==> config.mk <==
export PLATFORM = sky130hd
export DESIGN_NAME = mux_nibble_serializer
export DESIGN_NICKNAME = d
export VERILOG_FILES = /design/src/rtl/mux_nibble_serializer.sv
export SDC_FILE = /design/constraint.sdc
export NUM_CORES = 1
export LEC_CHECK = 0
export ABC_CLOCK_PERIOD_IN_PS = 2600
export CELL_PAD_IN_SITES_DETAIL_PLACEMENT = 2
export CELL_PAD_IN_SITES_GLOBAL_PLACEMENT = 2
export CORE_AREA = 5 5 62 64
export CTS_CLUSTER_DIAMETER = 50
export CTS_CLUSTER_SIZE = 8
export DETAILED_ROUTE_END_ITERATION = 10
export DIE_AREA = 0 0 67 69
export PLACE_DENSITY_LB_ADDON = 0.05
export SYNTH_ARGS = -nofsm -noshare
export SYNTH_HDL_FRONTEND = slang
export SYNTH_SLANG_ARGS = --single-unit
export TNS_END_PERCENT = 30
==> constraint.sdc <==
create_clock -name clk_i -period 2.6 [get_ports clk_i]
set_input_delay 0.26 -clock clk_i [delete_from_list [all_inputs] [get_ports clk_i]]
set_output_delay 0.26 -clock clk_i [all_outputs]
set_load 0.02 [all_outputs]
==> src/rtl/mux_nibble_serializer.sv <==
// mux_nibble_serializer
// Drives a latched nibble onto the data inputs of a downstream 4:1 mux, walks
// the select lines through 0..3, waits a programmable settle time on each
// select value and samples the mux output back. The recovered nibble is
// compared against the driven one and reported with a one-cycle done pulse.
// Every output comes straight from a flop; nothing reaches an output
// combinationally from an input.
module mux_nibble_serializer #(
    parameter int unsigned SETTLE = 3
) (
    input  logic       clk_i,
    input  logic       rst_i,
    input  logic       start_i,
    input  logic [3:0] din_i,
    input  logic       mux_out_i,
    output logic [3:0] mux_data_o,
    output logic [1:0] mux_sel_o,
    output logic       busy_o,
    output logic       bit_valid_o,
    output logic [3:0] dout_o,
    output logic       done_o,
    output logic       err_o
);

    // Settle time is clamped to its legal range so an out-of-range
    // parameter can never underflow the counter or overflow its width.
    localparam int unsigned SETTLE_EFF = (SETTLE < 32'd1)  ? 32'd1  :
                                         (SETTLE > 32'd15) ? 32'd15 : SETTLE;
    localparam logic [3:0]  CNT_RELOAD = 4'(SETTLE_EFF - 32'd1);

    // Sequencer states. All four codes are used; the default branch still
    // returns anything unexpected to IDLE.
    localparam logic [1:0] ST_IDLE   = 2'd0;
    localparam logic [1:0] ST_SETTLE = 2'd1;
    localparam logic [1:0] ST_SAMPLE = 2'd2;
    localparam logic [1:0] ST_DONE   = 2'd3;

    localparam logic [1:0] SEL_FIRST = 2'd0;
    localparam logic [1:0] SEL_LAST  = 2'd3;

    logic [1:0] state_q,     state_d;
    logic [3:0] cnt_q,       cnt_d;
    logic [3:0] mux_data_q,  mux_data_d;
    logic [1:0] mux_sel_q,   mux_sel_d;
    logic [3:0] dout_q,      dout_d;
    logic       busy_q,      busy_d;
    logic       bit_valid_q, bit_valid_d;
    logic       done_q,      done_d;
    logic       err_q,       err_d;

    // Replace one bit of a nibble, selected by a 2-bit position.
    function automatic logic [3:0] insert_bit(
        input logic [3:0] word,
        input logic [1:0] pos,
        input logic       value
    );
        logic [3:0] result;
        result      = word;
        result[pos] = value;
        return result;
    endfunction

    // Loopback check: any difference between what was driven and what came back.
    function automatic logic loopback_mismatch(
        input logic [3:0] sent,
        input logic [3:0] received
    );
        return (sent != received);
    endfunction

    // Next-state and datapath decisions for one serialization transaction.
    always_comb begin
        state_d     = state_q;
        cnt_d       = cnt_q;
        mux_data_d  = mux_data_q;
        mux_sel_d   = mux_sel_q;
        dout_d      = dout_q;
        err_d       = err_q;
        bit_valid_d = 1'b0;
        done_d      = 1'b0;

        case (state_q)
            ST_IDLE: begin
                if (start_i) begin
                    // Latch the nibble and begin with select 0; the previous
                    // result and error are discarded here.
                    mux_data_d = din_i;
                    mux_sel_d  = SEL_FIRST;
                    dout_d     = 4'd0;
                    err_d      = 1'b0;
                    cnt_d      = CNT_RELOAD;
                    state_d    = ST_SETTLE;
                end else begin
                    state_d    = ST_IDLE;
                end
            end

            ST_SETTLE: begin
                // Counter runs SETTLE-1 down to 0, so this state lasts
                // exactly SETTLE cycles.
                if (cnt_q == 4'd0) begin
                    state_d = ST_SAMPLE;
                end else begin
                    cnt_d   = cnt_q - 4'd1;
                end
            end

            ST_SAMPLE: begin
                dout_d      = insert_bit(dout_q, mux_sel_q, mux_out_i);
                bit_valid_d = 1'b1;
                if (mux_sel_q == SEL_LAST) begin
                    // Error is judged on the fully assembled nibble,
                    // including the bit captured on this very edge.
                    state_d = ST_DONE;
                    done_d  = 1'b1;
                    err_d   = loopback_mismatch(mux_data_q, dout_d);
                end else begin
                    mux_sel_d = mux_sel_q + 2'd1;
                    cnt_d     = CNT_RELOAD;
                    state_d   = ST_SETTLE;
                end
            end

            ST_DONE: begin
                // start is deliberately not looked at here.
                state_d = ST_IDLE;
            end

            default: begin
                state_d = ST_IDLE;
            end
        endcase

        // busy is registered from the next state so it lines up with it.
        busy_d = (state_d != ST_IDLE);
    end

    // Sequencer state and settle counter.
    always_ff @(posedge clk_i or posedge rst_i) begin
        if (rst_i) begin
            state_q <= ST_IDLE;
            cnt_q   <= 4'd0;
        end else begin
            state_q <= state_d;
            cnt_q   <= cnt_d;
        end
    end

    // Registered outputs towards the mux and towards the consumer.
    always_ff @(posedge clk_i or posedge rst_i) begin
        if (rst_i) begin
            mux_data_q  <= 4'd0;
            mux_sel_q   <= 2'd0;
            dout_q      <= 4'd0;
            busy_q      <= 1'b0;
            bit_valid_q <= 1'b0;
            done_q      <= 1'b0;
            err_q       <= 1'b0;
        end else begin
            mux_data_q  <= mux_data_d;
            mux_sel_q   <= mux_sel_d;
            dout_q      <= dout_d;
            busy_q      <= busy_d;
            bit_valid_q <= bit_valid_d;
            done_q      <= done_d;
            err_q       <= err_d;
        end
    end

    assign mux_data_o  = mux_data_q;
    assign mux_sel_o   = mux_sel_q;
    assign busy_o      = busy_q;
    assign bit_valid_o = bit_valid_q;
    assign dout_o      = dout_q;
    assign done_o      = done_q;
    assign err_o       = err_q;

endmodule

Word-level counts from Yosys, hierarchy flattened

Index checks and enable logic that the tools add are counted.

Eq/ne operators: 9
$lt $le $gt $ge: 2
$add $sub $neg: 2
Muxes and demuxes: 22
Reduce and logical (&&, ||, !) cells: 11

Operators by type and width:

| cell                                                       | count |
|---|---|
| two-way mux 4 bit                                          | 4 |
| one-hot mux 4 bit (3 select lines)                         | 1 |
| two-way mux 2 bit                                          | 4 |
| inequality test 2 bit, second input constant               | 4 |
| one-hot mux 2 bit (4 select lines)                         | 1 |
| one-hot mux 4 bit (2 select lines)                         | 1 |
| two-way mux 1 bit                                          | 7 |
| equality test 2 bit, second input constant                 | 3 |
| AND reduction 3 bit                                        | 2 |
| bitwise mux 4 bit                                          | 1 |
| zero test 4 bit                                            | 1 |
| inequality test 4 bit                                      | 1 |
| one-hot mux 2 bit (2 select lines)                         | 1 |
| AND reduction 2 bit                                        | 2 |
| AND reduction 4 bit                                        | 1 |
| nonzero test 2 bit                                         | 2 |
| subtractor 4 x 1 -> 4 bit, second input constant           | 1 |
| less-than comparator 2 x 3 -> 1 bit, second input constant | 1 |
| nonzero test 3 bit                                         | 1 |
| adder 2 x 1 -> 2 bit, second input constant                | 1 |
| demux 1 bit (select 2 bit)                                 | 1 |
| equality test 2 x 1 -> 1 bit, second input constant        | 1 |
| >= comparator 2 x 1 -> 1 bit, second input constant        | 1 |
| zero test 2 bit                                            | 1 |
| other kinds (2)                                            | 2 |

Bits of input ports: 8
Register bits after elaboration: 20
Logic and storage cells: 55
Output and inout bits: 14

Logic depth before layout (Yosys ltp)

Gate-level depths: netlist (run 1).

Depth in word-level cells: 8
Gate-level depth with buffers: 6
Gate-level depth less buffers: 6

Least setup slack after synthesis (run 1)

No wires, ideal clock.

Kind: register to register
Start point: register mux_sel_q[0], in the netlist mux_sel_o[0]
End point: register err_q, in the netlist err_o
Cell stages (with the launch flop): 7
Clock period less this slack: 1.572 ns
Path buffers: 0
Setup slack: 1.028 ns
Required time: 2.471 ns
Arrival: 1.442 ns
Cell sequence: dfrtp_1 inv_1 ha_1 mux2i_1 xnor2_1 nor4_1 o21ai_0

Word-level cells in the longest chain between the ends: 8

Ends and longest elaborated chain:

| item                                                                                                      | line | RTL |
|---|---|---|
| start: declaration                                                                                        | 44   | `logic [1:0] mux_sel_q, mux_sel_d;` |
| start signal: assignment                                                                                  | 161  | `mux_sel_q <= mux_sel_d;` |
| less-than comparator 2 x 3 -> 1 bit (not written as such) or >= comparator 2 x 1 -> 1 bit (tied branches) | 59   | `result[pos] = value;` |
| logical AND 1 bit (not written as such)                                                                   | 59   |  |
| two-way mux 1 bit (not written as such)                                                                   | 59   |  |
| demux 1 bit (select 2 bit)                                                                                | 59   |  |
| bitwise mux 4 bit                                                                                         | 59   |  |
| inequality test 4 bit                                                                                     | 68   | `return (sent != received);` |
| two-way mux 1 bit                                                                                         | 111  | `if (mux_sel_q == SEL_LAST) begin` |
| one-hot mux 1 bit (2 select lines)                                                                        | 82   | `case (state_q)` |
| end signal: assignment                                                                                    | 166  | `err_q <= err_d;` |
| end: declaration                                                                                          | 49   | `logic err_q, err_d;` |

Parallel ways exist; a longest one is shown, timed or not. The select of a mux whose other input is x is not followed.
A chain may end at the register's enable or synchronous reset.

Final worst setup path (run 1)

Same ends and word-level chain as after synthesis.

==> results of run 1 <==
power by group through the flow:
stage / registers [mW] / logic (mW) / clock network, mW
after floorplan: 0.573 / 0.398 / 0
after global placement: 0.533 / 0.666 / 0
after detailed placement: 0.539 / 0.682 / 0
after CTS: 0.535 / 0.688 / 0.198
after global routing: 0.558 / 0.738 / 0.213
final: 0.531 / 0.672 / 0.190
worst paths after layout:
path,slack [ns],startpoint,to
hold / removal,0.39,rst_i,mux_data_o[1]$_DFFE_PP0P_
min in group clk_i,0.52,cnt_q[0]$_DFFE_PP0P_,cnt_q[0]$_DFFE_PP0P_
hold reg to reg,0.52,cnt_q[0]$_DFFE_PP0P_,cnt_q[0]$_DFFE_PP0P_
setup / recovery,0.87,mux_sel_o[0]$_DFFE_PP0P_,err_o$_DFFE_PP0P_
max in group asynchronous,1.71,rst_i,cnt_q[3]$_DFFE_PP0P_
setup reg to reg,0.87,mux_sel_o[0]$_DFFE_PP0P_,err_o$_DFFE_PP0P_
cells by family (layout without fill, tap and decap cells):
| group | count (synthesis) | count (layout) | synth area share, % |
|---|---|---|---|
| flops | 20 | 20 | 47.6 |
| mux | 12 | 12 | 11.9 |
| xor+xnor | 4 | 4 | 3.33 |
| buf+inv | 11 | 34 | 4.16 |
| compound gates | 21 | 21 | 12.8 |
| fa+ha+maj | 6 | 6 | 7.13 |
| simple gates | 23 | 23 | 13.1 |
flip-flops by register name, summed over array words and instances, names as in the netlist:
register     flops
cnt_q            4
dout_o           4
mux_data_o       4
mux_sel_o        2
state_q          2
bit_valid_o      1
busy_o           1
done_o           1
err_o            1
per-layer routing:
metal | routed length [um] | up-vias
met1 | 1190 | 406
met4 | 31 | 0
li1 | - | 380
met3 | 103 | 5
met2 | 1200 | 17
met5 | 0 | -
cell usage in the layout, fill, tap and decap left out, types with 2 or more instances in the layout:
cell type	instances
nor2b_1	2
inv_1	9
nand2_1	6
nor2_1	3
nor3_1	2
dfrtp_1	20
clkbuf_4	3
nand3b_1	3
ha_1	6
o22ai_1	2
mux2i_1	8
a21oi_1	3
o21bai_1	2
mux2_2	4
clkdlybuf4s50_1	21
xnor2_1	4
nor4_1	2
o21ai_0	9
critical path: stages, from the launching register on:
cell and delay (ns):
dfrtp_1 0.46, inv_1 0.13, ha_1 0.22, mux2i_1 0.27
xnor2_1 0.09, nor4_1 0.31, o21ai_0 0.13
final cells by class:
| type | instances | area share [%] |
|---|---|---|
| clock buffers | 4 | 2.70 |
| inverters | 9 | 2.51 |
| multi-input cells | 66 | 37.7 |
| flip-flops and latches | 20 | 37.2 |
| well taps | 46 | 4.28 |
| repair buffers | 21 | 15.6 |
==> results.toml, run 1 <==
[status]
status = "completed"

[clock_tree]
cts_resized = 0
cts_buffers = 3
clk_latency_ns = 0.31
h-tree-depth = 1
clk_pin_slew_worst_paths_ns = 0.13
cts_tree = "yes"
cts_root_buf = "clkbuf_4"
max-clock-path-buffers = 2
ctsHoldBuffers = 0
clock_sinks = 20
post_cts_buffers = 0

[final_layout]
num_antenna_cells = 0
final_area_um2 = 1350
fin_util_pct = 41.7
multiInputGateArea_um2 = 508
syn_to_final_growth_pct = 27.9
final_cells = 166
drive_gt1_share_pct = 10.0
final_net_count = 135
regArea_um2 = 500
fill_cells = 345

[floorplanning]
die_width_um = 67
ios = 22
fp.coreArea_um2 = 3230
rows = 21
design.die.area_um2 = 4620
die_h_um = 69
initial_core_util_pct = 32.6

[logic_synthesis]
ys.flop_type = "dfrtp_1"
yosysTopAreaCell = "dfrtp_1"
syn_area_per_cell_um2 = 10.8
synth_common_cells = "20 x dfrtp_1, 9 x inv_1, 9 x o21ai_0"
synth.net_count = 111
async_flop_share_pct = 100
synth-seq-cells = 20
yosys_warnings = 0
synth_edf_count = 0
synth_cell_types = 27
syn_area_um2 = 1050
seq_area_frac_synth_pct = 47.6
yosysMostFrequentCell = "dfrtp_1"
synthCells = 97
synth_top_area_share_pct = 47.6
synth_area_leaders = "dfrtp_1 48%, mux2i_1 7.6%, ha_1 7.1%, o21ai_0 4.3%, mux2_2 4.3%"

[drt]
drt_wl_total_um = 2530
postRouteAntennaNets = 0
route.detailed.drc = 0
wl_per_cell_um = 15.3
vias_per_cell = 4.87
firstDrtPassIters = 2
vias = 808
drt_iter0_drc = 29

[sta]
slew_violations = 0
min_period_over_period_pct = 66.4
rsz0062_at_grt = "false"
finalHoldViolCount = 0
worst_pin_slew_ns = 0.795
min_period_ns = 1.73
slew_headroom_pct = 47.0
fin_ws_ns = 0.873
setup_viol = 0
fmax_ghz = 0.579
finalClockSkew_ns = 0.00807
holdWs_ns = 0.388
setup_tns_ns = 0

[placed_design]
placed_cells = 162
post-place-ws_ns = 0.899
dpl_cell_area_um2 = 1310
io_buffer_count = 21
hpwl_um = 1870
gp_congestion = 0.739

[worst_setup_path]
criticalPathCategory = "reg2reg"
crit_path_end_kind = "flip-flop"
worstPathArrival_ns = 1.91
worst-r2r-cell-count = 6
critPathRequiredTime_ns = 2.79
cp_max_fo = 6
worstSetupStartpointType = "flip-flop"

[pwr]
pwr-share-clk_pct = 13.6
powerDensity_nw_per_um2 = 1030
intPower_mw = 0.828
power.leakage_nw = 0.586
sw_frac_of_total_pct = 40.5
sequentialPowerShare_pct = 38.1
power.total_mw = 1.39
ir_drop_v = 0.000520
pwr-share-comb_pct = 48.3
switching_power_mw = 0.564

[global_routing]
use_met1_pct = 16.6
grt_most_used_layer = "met2"
grt_pass1_wl_um = 4420
grt_pass1_vias = 913
grt_usage_pct = 12.2
grtUsageMet2_pct = 18.8
grt_util_met3_pct = 3.25
grt_max_degree = 21
gr-total-overflow = 0
antenna_found_initial = 0

[run]
drv_cap = 0

[hold_path]
holdCritPathClass = "in2async"
No activity file was read; power rests on OpenSTA's default activity.
==> run 2: changes to the inputs <==
--- a/config.mk
+++ b/config.mk
@@ -5,14 +5,14 @@
 export SDC_FILE = /design/constraint.sdc
 export NUM_CORES = 1
 export LEC_CHECK = 0
-export ABC_CLOCK_PERIOD_IN_PS = 2600
+export ABC_CLOCK_PERIOD_IN_PS = 1800
 export CELL_PAD_IN_SITES_DETAIL_PLACEMENT = 2
 export CELL_PAD_IN_SITES_GLOBAL_PLACEMENT = 2
-export CORE_AREA = 5 5 62 64
+export CORE_AREA = 5 5 65 67
 export CTS_CLUSTER_DIAMETER = 50
 export CTS_CLUSTER_SIZE = 8
 export DETAILED_ROUTE_END_ITERATION = 10
-export DIE_AREA = 0 0 67 69
+export DIE_AREA = 0 0 70 72
 export PLACE_DENSITY_LB_ADDON = 0.05
 export SYNTH_ARGS = -nofsm -noshare
 export SYNTH_HDL_FRONTEND = slang
==> constraint.sdc (replaced) <==
create_clock -name clk_i -period 1.8 [get_ports clk_i]
set_input_delay 0.18 -clock clk_i [delete_from_list [all_inputs] [get_ports clk_i]]
set_output_delay 0.18 -clock clk_i [all_outputs]
set_load 0.02 [all_outputs]
==> results.toml, run 2 (synthesis gave the netlist of run 1 again) <==
[status]
status = "completed"

[worst_setup_path]
r2r-start = "mux_sel_o[1]$_DFFE_PP0P_"
worst-r2r-cell-count = 6
criticalPathCategory = "reg2reg"
worstSetupStartpointType = "flip-flop"
crit_path_end_kind = "flip-flop"
worstPathArrival_ns = 1.84
cp_max_fo = 4
critPathRequiredTime_ns = 1.99
rr_endpoint = "err_o$_DFFE_PP0P_"
rrSetupSlack_ns = 0.16

[drt]
firstDrtPassIters = 3
vias = 807
route.detailed.drc = 0
vias_per_cell = 4.72
wl_per_cell_um = 15.3
drt_wl_total_um = 2620
drt_iter0_drc = 14
postRouteAntennaNets = 0

[pwr]
intPower_mw = 1.23
ir_drop_v = 0.000516
pwr-share-comb_pct = 49.8
power.leakage_nw = 0.593
switching_power_mw = 0.833
sw_frac_of_total_pct = 40.3
sequentialPowerShare_pct = 37.4
pwr-share-clk_pct = 12.8
powerDensity_nw_per_um2 = 1480

[clock_tree]
cts_buffers = 3
h-tree-depth = 1
clk_latency_ns = 0.30
max-clock-path-buffers = 2
clock_sinks = 20
clk_pin_slew_worst_paths_ns = 0.12
cts_root_buf = "clkbuf_4"
cts_tree = "yes"
ctsHoldBuffers = 0

[final_layout]
regArea_um2 = 500
num_antenna_cells = 0
layout_commonest_cell = "clkdlybuf4s50_1"
syn_to_final_growth_pct = 32.3
final_cell_mix = "21 x clkdlybuf4s50_1, 20 x dfrtp_1, 9 x o21ai_0, 9 x inv_1"
drive_gt1_share_pct = 15.4
fin_util_pct = 38.9
multiInputGateArea_um2 = 529
final_net_count = 138
fill_cells = 399

[floorplanning]
design.die.area_um2 = 5040
ios = 22
initial_core_util_pct = 29.4
die_h_um = 72
rows = 22
die_width_um = 70
fp.coreArea_um2 = 3580

[sta]
slew_violations = 0
min_period_ns = 1.64
setup_viol = 0
min_period_over_period_pct = 91.3
fmax_ghz = 0.608
slew_headroom_pct = 73.0
setup_tns_ns = 0
worst_pin_slew_ns = 0.404
finalClockSkew_ns = 0.00229
finalHoldViolCount = 0
rsz0062_at_grt = "false"

[run]
drv_cap = 0

[global_routing]
grt_pass1_vias = 872
antenna_found_initial = 0
grt_usage_pct = 11.2
gr-total-overflow = 0
grt_pass1_wl_um = 4430
grt_max_degree = 12

[hold_path]
holdCritPathClass = "in2async"

[placed_design]
gp_congestion = 0.722
hpwl_um = 2090
io_buffer_count = 21
run 2: changes by cell type in the layout (fill, tap and decap cells not counted):
cell     change
mux2i_1      -2
buf_4        +3
mux2i_2      +1
mux2i_4      +1
ha_2         +2
ha_1         -2
run 2: critical path: stages (launching register included):
cell and delay, ns:
dfrtp_1 0.43, inv_1 0.13, ha_2 0.24, mux2i_4 0.26
xnor2_1 0.09, nor4_1 0.29, o21ai_0 0.11
run 2: power groups by stage:
| stage | logic, mW | registers, mW | clock network [mW] |
|---|---|---|---|
| 2_1_floorplan | 0.575 | 0.827 | 0 |
| 4_1_cts | 1.02 | 0.777 | 0.279 |
| 5_1_grt | 1.14 | 0.803 | 0.300 |
| 6_report | 1.03 | 0.773 | 0.265 |
| 3_3_place_gp | 0.989 | 0.776 | 0 |
| 3_5_place_dp | 1.02 | 0.783 | 0 |
run 2: through the flow:
| stage | hold slack, ns | cells | total power [mW] | area (um2) | worst slack, ns |
|---|---|---|---|---|---|
| finish | 0.150 | 171 | 2.07 | 1390 | 0.156 |
| floorplan | 0.144 | 97 | 1.40 | 1050 | 0.228 |
| global placement | 0.492 | 166 | 1.77 | 1330 | 0.0844 |
| CTS | 0.160 | 170 | 2.08 | 1360 | 0.0227 |
| global route | 0.184 | 171 | 2.25 | 1390 | 0.00213 |
| detailed placement | 0.506 | 166 | 1.80 | 1330 | 0.0210 |
run 2: worst max path at each step:
stage / startpoint / endpoint / slack [ns] / cells after the start
2_1_floorplan: mux_sel_o[0]$_DFFE_PP0P_ / err_o$_DFFE_PP0P_ / 0.23 / 6
3_3_place_gp: mux_sel_o[1]$_DFFE_PP0P_ / err_o$_DFFE_PP0P_ / 0.08 / 6
3_5_place_dp: mux_sel_o[1]$_DFFE_PP0P_ / err_o$_DFFE_PP0P_ / 0.02 / 6
4_1_cts: mux_sel_o[1]$_DFFE_PP0P_ / err_o$_DFFE_PP0P_ / 0.02 / 6
5_1_grt: mux_sel_o[0]$_DFFE_PP0P_ / err_o$_DFFE_PP0P_ / 0.002 / 6
6_report: mux_sel_o[1]$_DFFE_PP0P_ / err_o$_DFFE_PP0P_ / 0.16 / 6
run 2: timing repair:
action                                  CTS  global route
resized for setup                         0             5
setup buffers                             0             1
endpoints found under the setup margin    0             1
run 2: routing by layer:
metal  track usage, %  share of wire, %  up-vias
met3             3.19               3.7        2
met2             16.6                45       14
li1                 -                 -      389
met5                0                 0        -
met1             15.8                51      402
met4             3.19              0.50        0
run 2: area by class of cell:
class | count | share of cell area [%]
tap | 48 | 4.31
clock buffer | 4 | 2.61
inverter | 9 | 2.43
timing repair buffer | 24 | 16.7
sequential | 20 | 35.9
multi-input combinational | 66 | 38.0
==> run 3: changes to the inputs <==
--- a/config.mk
+++ b/config.mk
@@ -13,6 +13,7 @@
 export CTS_CLUSTER_SIZE = 8
 export DETAILED_ROUTE_END_ITERATION = 10
 export DIE_AREA = 0 0 70 72
+export HOLD_SLACK_MARGIN = 0.02
 export PLACE_DENSITY_LB_ADDON = 0.05
 export SYNTH_ARGS = -nofsm -noshare
 export SYNTH_HDL_FRONTEND = slang
==> results of run 3 <==
The final DEF is identical to that of run 2; final timing and power are the same.
